===== config.mk =====
export PLATFORM = sky130hd
export DESIGN_NAME = alarm_comp_multi
export DESIGN_NICKNAME = d
export VERILOG_FILES = /design/src/rtl/alarm_comp_multi.sv
export SDC_FILE = /design/constraint.sdc
export NUM_CORES = 1
export LEC_CHECK = 0
export CAP_MARGIN = 10
export CORE_AREA = 2 2 93 95
export DETAILED_ROUTE_END_ITERATION = 8
export DIE_AREA = 0 0 95 97
export GPL_TIMING_DRIVEN = 0
export PLACE_DENSITY = 0.78
export SYNTH_ARGS = -nofsm -noshare
export SYNTH_HDL_FRONTEND = slang
export SYNTH_SLANG_ARGS = --single-unit

===== constraint.sdc =====
create_clock -name clock -period 3.25 [get_ports clock]
set_clock_uncertainty 0.15 [all_clocks]
set_input_delay 0.325 -clock clock [delete_from_list [all_inputs] [get_ports clock]]
set_output_delay 0.325 -clock clock [all_outputs]
set_load 0.01 [all_outputs]

===== src/rtl/alarm_comp_multi.sv =====
// -----------------------------------------------------------------------------
// alarm_comp_multi
//
// Multi-channel alarm comparator. Each channel compares the running timer word
// against its own alarm word. A new match on an enabled channel starts (or
// restarts) one shared ring period of RING_SECONDS seconds. Ringing can be
// stopped, and with the snooze option it can be postponed by SNOOZE_SECONDS.
// All outputs are registered.
//
// Build option:
//   ALARM_SNOOZE_EN  - when defined, alarm_snooze moves RING to SNOOZE. When
//                      undefined, there is no SNOOZE state, alarm_snooze is
//                      ignored and snoozing is constant 0.
//
// Ports:
//   clock         in   system clock, rising edge
//   reset         in   asynchronous active-high reset
//   timer_data    in   current time (BCD hh:mm:ss)
//   alarm_data    in   channel i alarm at [i*DATA_WIDTH +: DATA_WIDTH]
//   alarm_enable  in   per-channel enable
//   alarm_stop    in   single-cycle stop request
//   alarm_snooze  in   single-cycle snooze request
//   alarm_output  out  high while ringing
//   alarm_source  out  mask of channels behind the current ring/snooze
//   snoozing      out  high while in SNOOZE
// -----------------------------------------------------------------------------
module alarm_comp_multi #(
  parameter int CHANNELS       = 4,
  parameter int DATA_WIDTH     = 24,
  parameter int SECOND_CNT     = 50000000,
  parameter int RING_SECONDS   = 60,
  parameter int SNOOZE_SECONDS = 300
) (
  input  logic                           clock,
  input  logic                           reset,
  input  logic [DATA_WIDTH-1:0]          timer_data,
  input  logic [CHANNELS*DATA_WIDTH-1:0] alarm_data,
  input  logic [CHANNELS-1:0]            alarm_enable,
  input  logic                           alarm_stop,
  input  logic                           alarm_snooze,
  output logic                           alarm_output,
  output logic [CHANNELS-1:0]            alarm_source,
  output logic                           snoozing
);

  localparam int PRESC_W = (SECOND_CNT > 2) ? $clog2(SECOND_CNT) : 1;
  localparam int RING_W  = (RING_SECONDS > 1) ? $clog2(RING_SECONDS + 1) : 1;
  localparam logic [PRESC_W-1:0] PRESC_LAST = PRESC_W'(SECOND_CNT - 1);
  localparam logic [RING_W-1:0]  RING_LOAD  = RING_W'(RING_SECONDS);
  localparam logic [RING_W-1:0]  RING_ONE   = RING_W'(1);

  if (CHANNELS < 1 || CHANNELS > 8 || DATA_WIDTH < 1 || SECOND_CNT < 2 ||
      RING_SECONDS < 1 || SNOOZE_SECONDS < 1) begin : g_param_check
    $error("alarm_comp_multi: parameter out of range");
  end

`ifdef ALARM_SNOOZE_EN
  localparam int SNZ_W = (SNOOZE_SECONDS > 1) ? $clog2(SNOOZE_SECONDS + 1) : 1;
  localparam logic [SNZ_W-1:0] SNZ_LOAD = SNZ_W'(SNOOZE_SECONDS);
  localparam logic [SNZ_W-1:0] SNZ_ONE  = SNZ_W'(1);

  typedef enum logic [1:0] {
    ST_IDLE   = 2'd0,
    ST_RING   = 2'd1,
    ST_SNOOZE = 2'd2
  } state_t;
`else
  typedef enum logic [1:0] {
    ST_IDLE = 2'd0,
    ST_RING = 2'd1
  } state_t;

  // Snooze request has no function in this build.
  logic unused_snooze;
  assign unused_snooze = alarm_snooze;
`endif

  state_t                state_reg, state_next;
  logic [CHANNELS-1:0]   eq, eq_q_reg, trig, kept;
  logic [CHANNELS-1:0]   source_reg, source_next;
  logic [PRESC_W-1:0]    presc_reg, presc_next;
  logic [RING_W-1:0]     ring_reg, ring_next;
  logic                  tick;
  logic                  go_idle;
  logic                  alarm_output_reg;
  logic                  snoozing_reg;
`ifdef ALARM_SNOOZE_EN
  logic [SNZ_W-1:0]      snz_reg, snz_next;
`endif

  // Per-channel equality against the timer.
  for (genvar gi = 0; gi < CHANNELS; gi++) begin : g_ch
    assign eq[gi] = (timer_data == alarm_data[gi*DATA_WIDTH +: DATA_WIDTH]);
  end

  // Only a fresh equality on an enabled channel fires; a sustained match or
  // enabling a channel that is already equal does not.
  assign trig = eq & ~eq_q_reg & alarm_enable;

  // A source bit whose channel is disabled is dropped. A source bit can only
  // have been set while its enable was high, so a low enable here means it fell.
  assign kept = source_reg & alarm_enable;

  assign tick = (presc_reg == PRESC_LAST);

  always_comb begin
    state_next  = state_reg;
    source_next = source_reg;
    presc_next  = presc_reg;
    ring_next   = ring_reg;
`ifdef ALARM_SNOOZE_EN
    snz_next    = snz_reg;
`endif
    go_idle     = 1'b0;

    case (state_reg)
      ST_IDLE: begin
        if (|trig) begin
          state_next  = ST_RING;
          source_next = trig;
          ring_next   = RING_LOAD;
          presc_next  = '0;
        end
      end

      ST_RING: begin
        presc_next = tick ? '0 : presc_reg + 1'b1;
        if (alarm_stop || (kept == '0)) begin
          go_idle = 1'b1;
        end else if (|trig) begin
          // Restart the full ring period and add the new channels.
          source_next = kept | trig;
          ring_next   = RING_LOAD;
          presc_next  = '0;
`ifdef ALARM_SNOOZE_EN
        end else if (alarm_snooze) begin
          state_next  = ST_SNOOZE;
          source_next = kept;
          snz_next    = SNZ_LOAD;
          presc_next  = '0;
`endif
        end else begin
          source_next = kept;
          if (tick) begin
            if (ring_reg == RING_ONE) begin
              go_idle = 1'b1;
            end else begin
              ring_next = ring_reg - 1'b1;
            end
          end
        end
      end

`ifdef ALARM_SNOOZE_EN
      ST_SNOOZE: begin
        presc_next = tick ? '0 : presc_reg + 1'b1;
        if (alarm_stop || (kept == '0)) begin
          go_idle = 1'b1;
        end else if (|trig) begin
          state_next  = ST_RING;
          source_next = kept | trig;
          ring_next   = RING_LOAD;
          presc_next  = '0;
        end else begin
          source_next = kept;
          if (tick) begin
            if (snz_reg == SNZ_ONE) begin
              // Snooze over: ring again for a full period. The prescaler
              // already wraps to 0 on this tick.
              state_next = ST_RING;
              ring_next  = RING_LOAD;
              snz_next   = '0;
            end else begin
              snz_next = snz_reg - 1'b1;
            end
          end
        end
      end
`endif

      default: begin
        go_idle = 1'b1;
      end
    endcase

    if (go_idle) begin
      state_next  = ST_IDLE;
      source_next = '0;
      presc_next  = '0;
      ring_next   = '0;
`ifdef ALARM_SNOOZE_EN
      snz_next    = '0;
`endif
    end
  end

  always_ff @(posedge clock or posedge reset) begin
    if (reset) begin
      state_reg        <= ST_IDLE;
      eq_q_reg         <= '0;
      source_reg       <= '0;
      presc_reg        <= '0;
      ring_reg         <= '0;
      alarm_output_reg <= 1'b0;
      snoozing_reg     <= 1'b0;
`ifdef ALARM_SNOOZE_EN
      snz_reg          <= '0;
`endif
    end else begin
      state_reg        <= state_next;
      eq_q_reg         <= eq;
      source_reg       <= source_next;
      presc_reg        <= presc_next;
      ring_reg         <= ring_next;
      alarm_output_reg <= (state_next == ST_RING);
`ifdef ALARM_SNOOZE_EN
      snoozing_reg     <= (state_next == ST_SNOOZE);
      snz_reg          <= snz_next;
`else
      snoozing_reg     <= 1'b0;
`endif
    end
  end

  assign alarm_output = alarm_output_reg;
  assign alarm_source = source_reg;
  assign snoozing     = snoozing_reg;

endmodule


==> metrics.txt <==
outcome=finished, final reports clean; Crit. path cell count=10; Fillers=roughly 700; Mapped Avg Cell Area=8.28 sq um; vias after detailed routing=3838; Register-to-Register Path Depth=7; FF-to-FF setup slack=~0.4 ns; multi-input gate area in the final layout=0.00228 sq mm; fin crit share=94.0%; PD cells=around 280 mW/mm^2; gp weighted congestion=a little under 1; dominant cells by area after synthesis=dfrtp_1 30%, xnor2_1 24%, a31oi_1 6.8%, nand4_1 5.6%, clkbuf_1 3.5%; post-synth top area cell=dfrtp_1; Die Wd=95 um; CP required=3.28 ns; DP Worst Slack=-0.244 ns; Initial DRC Count=281; worst setup path end=presc_reg[12]; Cell Area, Synth=0.00359 sq mm; CP delay by family, top=simple AND/OR/NAND/NOR gates; Clock Root Buffer=clkbuf_8; setup_tns=0 ns; Clock Tree Buf Depth=2; drt wl/cell=17.9 um; Seq/Total Area, Yosys=around 30%; CP max stage cell=nor4_1; worst r2r src=presc_reg[10]; Power Internal=~1000 uW; startpoint types=input port; Die H=97 um; RSZ-0062 raised after global routing=no; maximum VDD drop=0.000159 V; final hold vios=0; Max stage delay on crit path=0.68 ns; clk_lat worst skew=0.30 ns; synth warn=0; Synth top area share=30.0%; peak fanout along the critical path=10; switching pwr=approximately 330 uW; CP endpoint kind=flip-flop; Max Cap Viol=0; core area=~0.008 sq mm; Max Slew Vio Count=0; Reg clk slew, reported paths=0.09 ns; final non-filler cell total=between 600 and 700; Pre-antenna DRT Iters=8; htree depth=2; Arrival @ worst endpoint=3.08 ns; GR Util All Layers=a little over a quarter; number of flip-flops in the largest register=26; Synth Register Bits=43; largest net degree at the start of global routing=44; reg2reg end=ring_reg[3]; initial antenna violation count=1; Seq. cell area=0.00108 sq mm; final number of setup-violating endpoints=0; Worst-Margin Slew=~0.89 ns; DP Cell Count=646; critical path, cell by cell=clkdlybuf4s50_1 -> xnor2_1 -> nand4_1 -> nor4_1 -> a32oi_1 -> nand2_1 -> or3_1 -> clkbuf_1 -> buf_2 -> a31oi_1; port bufs=107; worst hold path class=flip-flop to flip-flop; Initial Utilization=44.1%; GRT Residual Overflow=0; Buf/Inv on CP=3; critical path type=input port to flip-flop; Die ar.=0.00922 sq mm; Final nets=roughly 680; CP startpoint=alarm_data[79]; Post-Route WL=11800 um; Top Ports=~130; clock network power share=between 30% and 40%; DRC=0; number of cell rows=33; Sw Ratio=24.1%; Comb pwr share=between 20% and 30%; Hold Worst Slack=between 0.3 and 0.4 ns; Mapped Cells=433; CTS buffer count=5; Pleak=0.00170 uW; post-DP HPWL=9500 um; Area growth syn-to-layout=37.5%; fmax=327 MHz; share of cells above drive strength 1=3.46%; post-route minimum period=3.05 ns; Avg Vias per Cell=5.86; Sink Count=43; setup ws final=about 0.20 ns; TritonCTS clock tree=done; Detail Route Antenna Nets=0; first-pass GRT wire length=19200 um; Cell variety after synth=43; Seq pwr share=39.1%; Slew Limit Headroom=40.3%; vias in the first global route=3940
-- worst min-delay path by stage --
stage / from / end / slack, ns / cells after the start
after floorplan: presc_reg[25] / presc_reg[25] / 0.30 / 1
after global placement: presc_reg[25] / presc_reg[25] / 0.32 / 1
after detailed placement: presc_reg[25] / presc_reg[25] / 0.33 / 1
after CTS: presc_reg[25] / presc_reg[25] / 0.35 / 1
after global routing: presc_reg[25] / presc_reg[25] / 0.37 / 1
final: presc_reg[25] / presc_reg[25] / 0.36 / 1
-- cells in the mapped netlist --
library cell and number:
and3_1 4, o22ai_1 4, buf_2 3, ha_1 3, o221a_2 2, o211ai_1 2, nor4_4 1, or4_1 6
nand4b_1 1, a22oi_1 2, a32oi_1 2, clkbuf_1 33, o21bai_1 1, conb_1 1, o31a_1 2, or3_1 10
xnor2_1 97, nand3_1 24, o21ai_0 6, a31o_2 1, nor3b_1 4, nand4_1 32, nor2b_1 3, nor2_1 13
nor4_1 10, o21ai_1 7, or4_4 1, a31oi_1 39, nor4_2 1, buf_4 1, nand2_1 16, mux2i_1 1
and2_1 5, a32o_1 3, inv_1 23, buf_1 1, a21oi_1 7, a311oi_1 2, dfrtp_1 43, o32ai_1 1
nor3_1 11, a21o_1 3, xor2_1 1
-- layout by cell type (no fill, tap or decap), types with 3 or more instances in the layout --
| cell | n |
|---|---|
| nor2b_1 | 3 |
| a32o_1 | 3 |
| nor2_1 | 13 |
| o21ai_0 | 6 |
| clkdlybuf4s50_1 | 107 |
| nor4_1 | 10 |
| dfrtp_1 | 43 |
| a31oi_1 | 39 |
| o21ai_1 | 7 |
| nand4_1 | 32 |
| nor3b_1 | 3 |
| and2_1 | 5 |
| clkbuf_8 | 5 |
| o22ai_1 | 4 |
| a21oi_1 | 7 |
| xnor2_1 | 97 |
| clkbuf_1 | 34 |
| nand3_1 | 24 |
| nand2_1 | 16 |
| or3_1 | 10 |
| or4_1 | 6 |
| buf_2 | 3 |
| a21o_1 | 3 |
| ha_1 | 3 |
| inv_1 | 22 |
| and3_1 | 4 |
| nor3_1 | 11 |
-- stage by stage --
stage | power, uW | utilization [%] | cell area (sq um)
global route | 1440 | 60.7 | 4930
finish | 1380 | 60.7 | 4930
global placement | 882 | 58.9 | 4790
CTS | 1390 | 60.6 | 4930
floorplan | 716 | - | 3590
detailed placement | 889 | 58.9 | 4790
-- logic make-up after synthesis --
family	Yosys count	synth area share, %
other	1	0.105
and+or+nand+nor	142	22.7
buffers and inverters	61	6.59
AOI/OAI and AO/OA	84	15.4
muxes	1	0.279
xor gates and xnor gates	98	23.9
adders and majority gates	3	1.05
DFF	43	30.0
-- what timing repair did --
action | CTS | global route
gates resized for setup | 0 | 1
setup endpoints to repair | 0 | 9
buffers inserted | 0 | 0
hold buffers | 0 | 0
-- power groups by stage --
stage	clock [uW]	sequential [uW]	combinational (uW)
2_1_floorplan	0	550	167
5_1_grt	538	540	364
3_5_place_dp	0	551	339
4_1_cts	507	540	340
3_3_place_gp	0	550	332
6_report	505	540	337
-- metal layers --
layer | GRT usage, % | up-vias | part of all wire (%)
li1 | - | 1797 | -
met1 | 29.9 | 1809 | 36
met2 | 46.8 | 207 | 53
met3 | 6.07 | 25 | 8.1
met4 | 10.6 | 0 | 3.1
met5 | 0 | - | 0
-- layout make-up --
cell class              count  share of cell area, %
multi-input cells         330                   46.3
flip-flops and latches     43                   21.8
repair buffers            107                   21.7
plain buffers              38                   3.04
well taps                 105                   2.66
inverters                  23                   1.75
clock buffers               6                   1.47
clock inverters             2                   1.22
diodes                      1                 0.0507
Note: power is estimated with default switching activity, not from simulation.
